**src/rtl/matmul_16x16_job_ctrl.sv**
```systemverilog
// Job sequencer for the 16x16 matmul top: loads A/B BRAMs from an input stream,
// runs the multiply, then drains C through a credit-managed output FIFO.
module matmul_16x16_job_ctrl #(
  parameter int DWIDTH        = 16,
  parameter int BB            = 8,
  parameter int AWIDTH        = 7,
  parameter int A_WORDS       = 16,
  parameter int B_WORDS       = 16,
  parameter int C_WORDS       = 16,
  parameter int ADDR_LEAD     = 2,
  parameter int RD_LAT        = 6,
  parameter int DP_RST_CYCLES = 2,
  parameter int TIMEOUT       = 4096,
  parameter int FIFO_DEPTH    = 8
) (
  input  logic                   clk,
  input  logic                   resetn,
  input  logic                   job_start,
  input  logic                   in_valid,
  output logic                   in_ready,
  input  logic [BB*DWIDTH-1:0]   in_data,
  output logic                   out_valid,
  input  logic                   out_ready,
  output logic [BB*DWIDTH-1:0]   out_data,
  output logic                   busy,
  output logic                   job_done,
  output logic                   err_timeout,
  output logic                   reset_0,
  output logic                   start_mat_mul_0,
  input  logic                   done_mat_mul,
  input  logic [BB*DWIDTH-1:0]   data_from_out_mat,
  output logic                   enable_writing_to_mem,
  output logic                   enable_reading_from_mem,
  output logic [AWIDTH-1:0]      addr_pi,
  output logic [BB*DWIDTH-1:0]   data_pi,
  output logic                   we_a,
  output logic                   we_b,
  output logic                   we_c
);
  localparam int DW = BB*DWIDTH;
  localparam int CW = AWIDTH + 1;
  localparam int TW = ($clog2(TIMEOUT+1) > 8) ? $clog2(TIMEOUT+1) : 8;
  localparam int PW = (FIFO_DEPTH > 1) ? $clog2(FIFO_DEPTH) : 1;
  localparam int FW = $clog2(FIFO_DEPTH+1);

  typedef enum logic [3:0] {
    IDLE, DP_RST, LOAD_A, LOAD_B, LOAD_FLUSH, COMPUTE, DRAIN, FINISH, ERR
  } state_t;

  state_t state, state_n;
  logic por;
  logic [TW-1:0] cnt;
  logic [CW-1:0] idx, iss, acc;
  logic [ADDR_LEAD:1] wl_vld, wl_b;
  logic [ADDR_LEAD:1][DW-1:0] wl_data;
  logic [RD_LAT:1] vld_pipe;
  logic [DW-1:0] fifo_mem [FIFO_DEPTH];
  logic [PW-1:0] wp, rp;
  logic [FW-1:0] fcnt;
  logic hs, issue, push, do_push, pop, last_pop, err_q;

  assign in_ready    = (state == LOAD_A) || (state == LOAD_B);
  assign hs          = in_valid & in_ready;
  assign out_valid   = (fcnt != '0);
  assign out_data    = out_valid ? fifo_mem[rp] : '0;
  assign pop         = out_valid & out_ready;
  assign push        = vld_pipe[RD_LAT];
  assign do_push     = push && ((fcnt != FW'(FIFO_DEPTH)) || pop);
  assign last_pop    = pop && (acc == CW'(C_WORDS-1));
  // Credit: words already buffered plus words still in the read pipe never exceed the FIFO.
  assign issue       = (state == DRAIN) && (iss < CW'(C_WORDS)) &&
                       ((int'(fcnt) + $countones(vld_pipe)) < FIFO_DEPTH);
  assign busy        = (state != IDLE);
  assign reset_0     = por || (state == DP_RST) || (state == ERR);
  assign err_timeout = err_q;
  assign data_pi     = wl_data[ADDR_LEAD];
  assign we_a        = wl_vld[ADDR_LEAD] & ~wl_b[ADDR_LEAD];
  assign we_b        = wl_vld[ADDR_LEAD] &  wl_b[ADDR_LEAD];
  assign we_c        = 1'b0;

  always_ff @(posedge clk or negedge resetn)
    if (!resetn) state <= IDLE;
    else         state <= state_n;

  always_comb begin
    state_n                 = state;
    enable_writing_to_mem   = 1'b0;
    enable_reading_from_mem = 1'b0;
    start_mat_mul_0         = 1'b0;
    addr_pi                 = '0;
    job_done                = 1'b0;
    unique case (state)
      IDLE:       if (job_start) state_n = DP_RST;
      DP_RST:     if (cnt == TW'(DP_RST_CYCLES-1)) state_n = LOAD_A;
      LOAD_A: begin
        enable_writing_to_mem = 1'b1;
        addr_pi = idx[AWIDTH-1:0];
        if (hs && idx == CW'(A_WORDS-1)) state_n = LOAD_B;
      end
      LOAD_B: begin
        enable_writing_to_mem = 1'b1;
        addr_pi = idx[AWIDTH-1:0];
        if (hs && idx == CW'(B_WORDS-1)) state_n = LOAD_FLUSH;
      end
      LOAD_FLUSH: begin
        enable_writing_to_mem = 1'b1;
        if (cnt == TW'(ADDR_LEAD-1)) state_n = COMPUTE;
      end
      COMPUTE: begin
        start_mat_mul_0 = 1'b1;
        if (done_mat_mul)                  state_n = DRAIN;
        else if (cnt == TW'(TIMEOUT-1))    state_n = ERR;
      end
      DRAIN: begin
        enable_reading_from_mem = 1'b1;
        addr_pi  = iss[AWIDTH-1:0];
        job_done = last_pop;
        if (last_pop) state_n = FINISH;
      end
      FINISH:     state_n = IDLE;
      ERR:        if (cnt == TW'(DP_RST_CYCLES-1)) state_n = IDLE;
      default:    state_n = IDLE;
    endcase
  end

  always_ff @(posedge clk or negedge resetn)
    if (!resetn) por <= 1'b1;
    else         por <= 1'b0;

  // Per-state dwell counter, shared by reset pulses, write flush and compute timeout.
  always_ff @(posedge clk or negedge resetn)
    if (!resetn)                 cnt <= '0;
    else if (state_n != state)   cnt <= '0;
    else if (state != IDLE)      cnt <= cnt + 1'b1;

  always_ff @(posedge clk or negedge resetn)
    if (!resetn)                                   err_q <= 1'b0;
    else if (state == IDLE && job_start)           err_q <= 1'b0;
    else if (state == COMPUTE && state_n == ERR)   err_q <= 1'b1;

  always_ff @(posedge clk or negedge resetn)
    if (!resetn) begin
      idx <= '0;
      iss <= '0;
      acc <= '0;
    end else if (state == IDLE) begin
      idx <= '0;
      iss <= '0;
      acc <= '0;
    end else begin
      if (hs)
        idx <= ((state == LOAD_A && idx == CW'(A_WORDS-1)) ||
                (state == LOAD_B && idx == CW'(B_WORDS-1))) ? '0 : idx + 1'b1;
      if (issue) iss <= iss + 1'b1;
      if (pop)   acc <= acc + 1'b1;
    end

  // Write data trails its address by ADDR_LEAD cycles to match the top's address registers.
  always_ff @(posedge clk or negedge resetn)
    if (!resetn) begin
      wl_vld   <= '0;
      wl_b     <= '0;
      wl_data  <= '0;
      vld_pipe <= '0;
    end else begin
      wl_vld[1]   <= hs;
      wl_b[1]     <= (state == LOAD_B);
      wl_data[1]  <= hs ? in_data : '0;
      vld_pipe[1] <= issue;
      for (int k = 2; k <= ADDR_LEAD; k++) begin
        wl_vld[k]  <= wl_vld[k-1];
        wl_b[k]    <= wl_b[k-1];
        wl_data[k] <= wl_data[k-1];
      end
      for (int k = 2; k <= RD_LAT; k++) vld_pipe[k] <= vld_pipe[k-1];
    end

  always_ff @(posedge clk or negedge resetn)
    if (!resetn) begin
      wp   <= '0;
      rp   <= '0;
      fcnt <= '0;
    end else begin
      if (do_push) wp <= (wp == PW'(FIFO_DEPTH-1)) ? '0 : wp + 1'b1;
      if (pop)     rp <= (rp == PW'(FIFO_DEPTH-1)) ? '0 : rp + 1'b1;
      unique case ({do_push, pop})
        2'b10:   fcnt <= fcnt + 1'b1;
        2'b01:   fcnt <= fcnt - 1'b1;
        default: fcnt <= fcnt;
      endcase
    end

  always_ff @(posedge clk)
    if (do_push) fifo_mem[wp] <= data_from_out_mat;

endmodule

```
**config.mk**
```make
export PLATFORM = sky130hd
export DESIGN_NAME = matmul_16x16_job_ctrl
export DESIGN_NICKNAME = d
export VERILOG_FILES = /design/src/rtl/matmul_16x16_job_ctrl.sv
export SDC_FILE = /design/constraint.sdc
export NUM_CORES = 1
export LEC_CHECK = 0
export BUFFER_PORTS_ARGS = -buffer_cell sky130_fd_sc_hd__buf_2
export CAP_MARGIN = 20
export CORE_AREA = 2 2 286 288
export CTS_CLUSTER_DIAMETER = 30
export DETAILED_ROUTE_END_ITERATION = 10
export DIE_AREA = 0 0 288 290
export PLACE_DENSITY = 0.84
export SLEW_MARGIN = 20
export SYNTH_ARGS = -nofsm -noshare
export SYNTH_HDL_FRONTEND = slang
export SYNTH_SLANG_ARGS = --single-unit
```
**constraint.sdc**
```tcl
create_clock -name clk -period 15.7 [get_ports clk]
set_input_delay 2.355 -clock clk [delete_from_list [all_inputs] [get_ports clk]]
set_output_delay 2.355 -clock clk [all_outputs]
set_load 0.02 [all_outputs]
```
==> summary.md <==
| Metric | Value |
|---|---|
| Clk Tree Root Cell | sky130_fd_sc_hd__clkbuf_16 |
| Max-Cap Viols | 0 |
| Buffer and inverter count on the worst path | 3 |
| Die area | 83,500 um2 |
| Vias in the first global route | 28,100 |
| Maximum vdd ir drop | 0.177 mV |
| Outcome | finished, final reports clean |
| Total CTS buffers | 207 |
| Leakage power figure | 23.3 nW |
| Number of distinct library cells after synthesis | 61 |
| Post-CTS sizing | 0 |
| Dominant cell type by count on the critical path | sky130_fd_sc_hd__buf_4 |
| Share of the clock period used by the worst path after layout | 44.3% |
| Count of unresolved DRC violations after routing | 0 |
| Largest delay share family, worst path | buffers and inverters |
| Achievable Freq | 144 MHz |
| Number of pins with negative max-slew slack in the final report | 0 |
| Post-synthesis to final-layout area growth | 20.3% |
| Maximum clock path buffer count | 3 |
| First-pass iteration count of the detailed router | 5 |
| Overall Power | 11.4 mW |
| Overflow left after global routing | 0 |
| Critical Path Source | rp[1] |
| CTS tree | yes |
| Post-synthesis cell count | 2,510 |
| CTS Hold Bufs | 0 |
| Most used flip-flop cell after synthesis | sky130_fd_sc_hd__edfxtp_1 |
| Iteration-0 DRC Markers | 2,448 |
| Unrepaired setup endpoints after global routing | false |
| Category of the critical setup timing path | reg2out |
| Total global routing track utilization | 29.5% |
| Wire length of the first global-routing pass | 179,000 um |
| Worst min path class | reg2reg |
| Source of the worst hold timing path | wl_data[39] |
| Core utilization of the finished layout | 75.5% |
| TNS Setup | 0 ns |
| Post-layout net count | 3,305 |
| Number of standard-cell rows in the floorplan | 104 |
| Core outline area | 80,200 um2 |
| Number of cells on the critical path | 6 |
| Yosys warning count | 0 |
| Initial standard-cell utilization of the core | 62.8% |
| Minimum clock period after layout | 6.95 ns |
| DR vias | 26,100 |
| Mean Syn Cell Area | 20.1 um2 |
| Layout Skew | 0.0464 ns |
| TritonCTS sink count | 1,343 |
| Biggest area contributors in the synthesized netlist | sky130_fd_sc_hd__edfxtp_1 61%, sky130_fd_sc_hd__dfrtp_1 16%, sky130_fd_sc_hd__mux4_2 11% |
| Number of cell instances on the worst register-to-register path | 13 |
| Final setup violating endpoints | 0 |
| Slew HR | 23.3% |
| Endpoint class of the critical path | output port |
| Vias per cell | 6.09 |
| Sort of element at the start of the critical path | register |
| Delay of the slowest cell on the worst path | 1.03 ns |
| Buffer count from post-CTS setup fixing | 0 |
| Antenna violations before repair | 37 |
| Area fraction of the dominant cell type after synthesis | 61.1% |
| Fraction of layout instances using a drive strength above 1 | 37.1% |
| Slew at the pin closest to its max-slew limit | 1.15 ns |
| Cell count of the worst hold path | 0 |
| Slowest cell on crit path | sky130_fd_sc_hd__dfrtp_4 |
| Maximum number of pins on one net before global-route repair | 190 |
| Post-Route Hold Slack | 0.344 ns |
| Top-Level Pins | 537 |
| Number of synthesized register bits | 1,343 |
| Worst Path Required | 13.35 ns |
| Last weighted congestion value of the routability-driven placer | 0.817 |
| Routed wire length | 121,000 um |
| Worst endpoint data arrival time | 4.60 ns |
| Clock transition at path regs | 0.06 ns |
| Most common cell in the synthesized netlist | sky130_fd_sc_hd__edfxtp_1 |
| Floorplan die height | 290 um |
| Sequential share of the synthesized area | 76.9% |
| Half-perimeter wire length after placement | 59,300 um |
| Synth top cells by count | 1,024 x sky130_fd_sc_hd__edfxtp_1, 318 x sky130_fd_sc_hd__dfrtp_1, 256 x sky130_fd_sc_hd__mux4_2, 175 x sky130_fd_sc_hd__nor2_1, 133 x sky130_fd_sc_hd__and3_1 |
| Port Buffers | 535 |
| Clock network latency to the later pin of the worst-skew pair | 0.80 ns |
| Number of antenna-violating nets in the routed design | 0 |
| Cell chain of the critical path | buf_4 -> buf_4 -> mux4_2 -> mux2i_1 -> nor2_1 -> buf_2 |
| Overall die width | 288 um |
| Dominant cell type by area after synthesis | sky130_fd_sc_hd__edfxtp_1 |
| FFs w/ async S/R, synth | 23.8% |
| Pwr Density | 188 nW/um2 |
| Post-DR wirelength/cell | 28.2 um |
| Highest net fanout along the worst path | 65 |
| Deepest level of the CTS H-tree | 4 |
| Number of enable-type register cells in the synthesized netlist | 1,024 |
| Reg-to-Reg Start | fcnt[1] |
| Final number of hold-violating endpoints | 0 |
| Mapped Area | 50,300 um2 |
worst paths after layout:
kind | slack (ns) | endpoint
min in group asynchronous | 1.65 | state[3]
hold / removal | 0.34 | data_pi[39]
setup reg to reg | 11.36 | fcnt[3]
setup / recovery | 8.75 | out_data[93]
hold reg to reg | 0.34 | data_pi[39]
max in group asynchronous | 12.42 | data_pi[89]
through the flow:
step | cells | worst slack [ns] | instance area [um2]
final | 4289 | 8.75 | 60600
after global routing | 4284 | 8.60 | 60500
after CTS | 4265 | 8.69 | 60400
after detailed placement | 3874 | 9.57 | 53200
after global placement | 3874 | 9.64 | 53200
after floorplan | 2511 | 3.38 | 50300
routing by layer:
metal	routed length, um	vias up	global-route usage, %
li1	-	10800	-
met1	41800	13500	35.7
met2	63300	1443	49.4
met3	10900	311	8.28
met4	4740	28	13.4
met5	182	-	0
cells in the final DEF, fill, tap and decap left out, drive strengths merged, types with 2 or more instances in the layout:
| master | count |
|---|---|
| nor3 | 9 |
| nor2 | 175 |
| edfxtp | 1024 |
| fa | 3 |
| diode | 22 |
| mux2i | 130 |
| buf | 560 |
| o21ai | 11 |
| and2 | 6 |
| nand2b | 5 |
| nand3 | 11 |
| xnor2 | 10 |
| inv | 39 |
| clkinv | 78 |
| clkinvlp | 22 |
| clkbuf | 240 |
| a22o | 7 |
| a21o | 5 |
| and4b | 2 |
| nor2b | 2 |
| nand4 | 8 |
| dfrtp | 318 |
| nor3b | 3 |
| or3 | 3 |
| nor4 | 8 |
| a21oi | 21 |
| nand2 | 36 |
| xor2 | 16 |
| nor4b | 2 |
| conb | 2 |
| mux4 | 256 |
| and4 | 2 |
| ha | 15 |
| bufinv | 28 |
| and3 | 134 |
registers in the layout (all words and copies together), names as in the netlist, 2 cells and up:
name	flops
fifo_mem	1024
data_pi	128
acc	8
vld_pipe	6
wl_vld	2
wp	3
wl_b	2
rp	3
wl_data	128
fcnt	4
idx	8
state	4
cnt	13
iss	8
cells by family after synthesis:
logic type,after synthesis,synth area share (%)
compound gates,55,0.773
xor+xnor,26,0.452
fa+ha+maj,18,0.492
buf+inv,271,3.09
flops,1343,76.9
mux,386,14.0
other cells,1,0.00745
simple gates,410,4.21
where the power goes:
part	switching, mW	internal, mW	total (mW)
logic	1.56	1.07	2.63
clock network	1.70	2.95	4.65
registers	0.158	3.96	4.11
area by class of cell:
class                   instances  area (um2)
flip-flops and latches       1343       38700
fillers                      4161       19600
multi-input cells             897       10100
clock buffers                 240        5390
repair buffers                560        3040
clock inverters               151        1830
well taps                    1060        1330
inverters                      16        60.1
diodes                         22        55.1
Power figures use the tool's default switching activity.
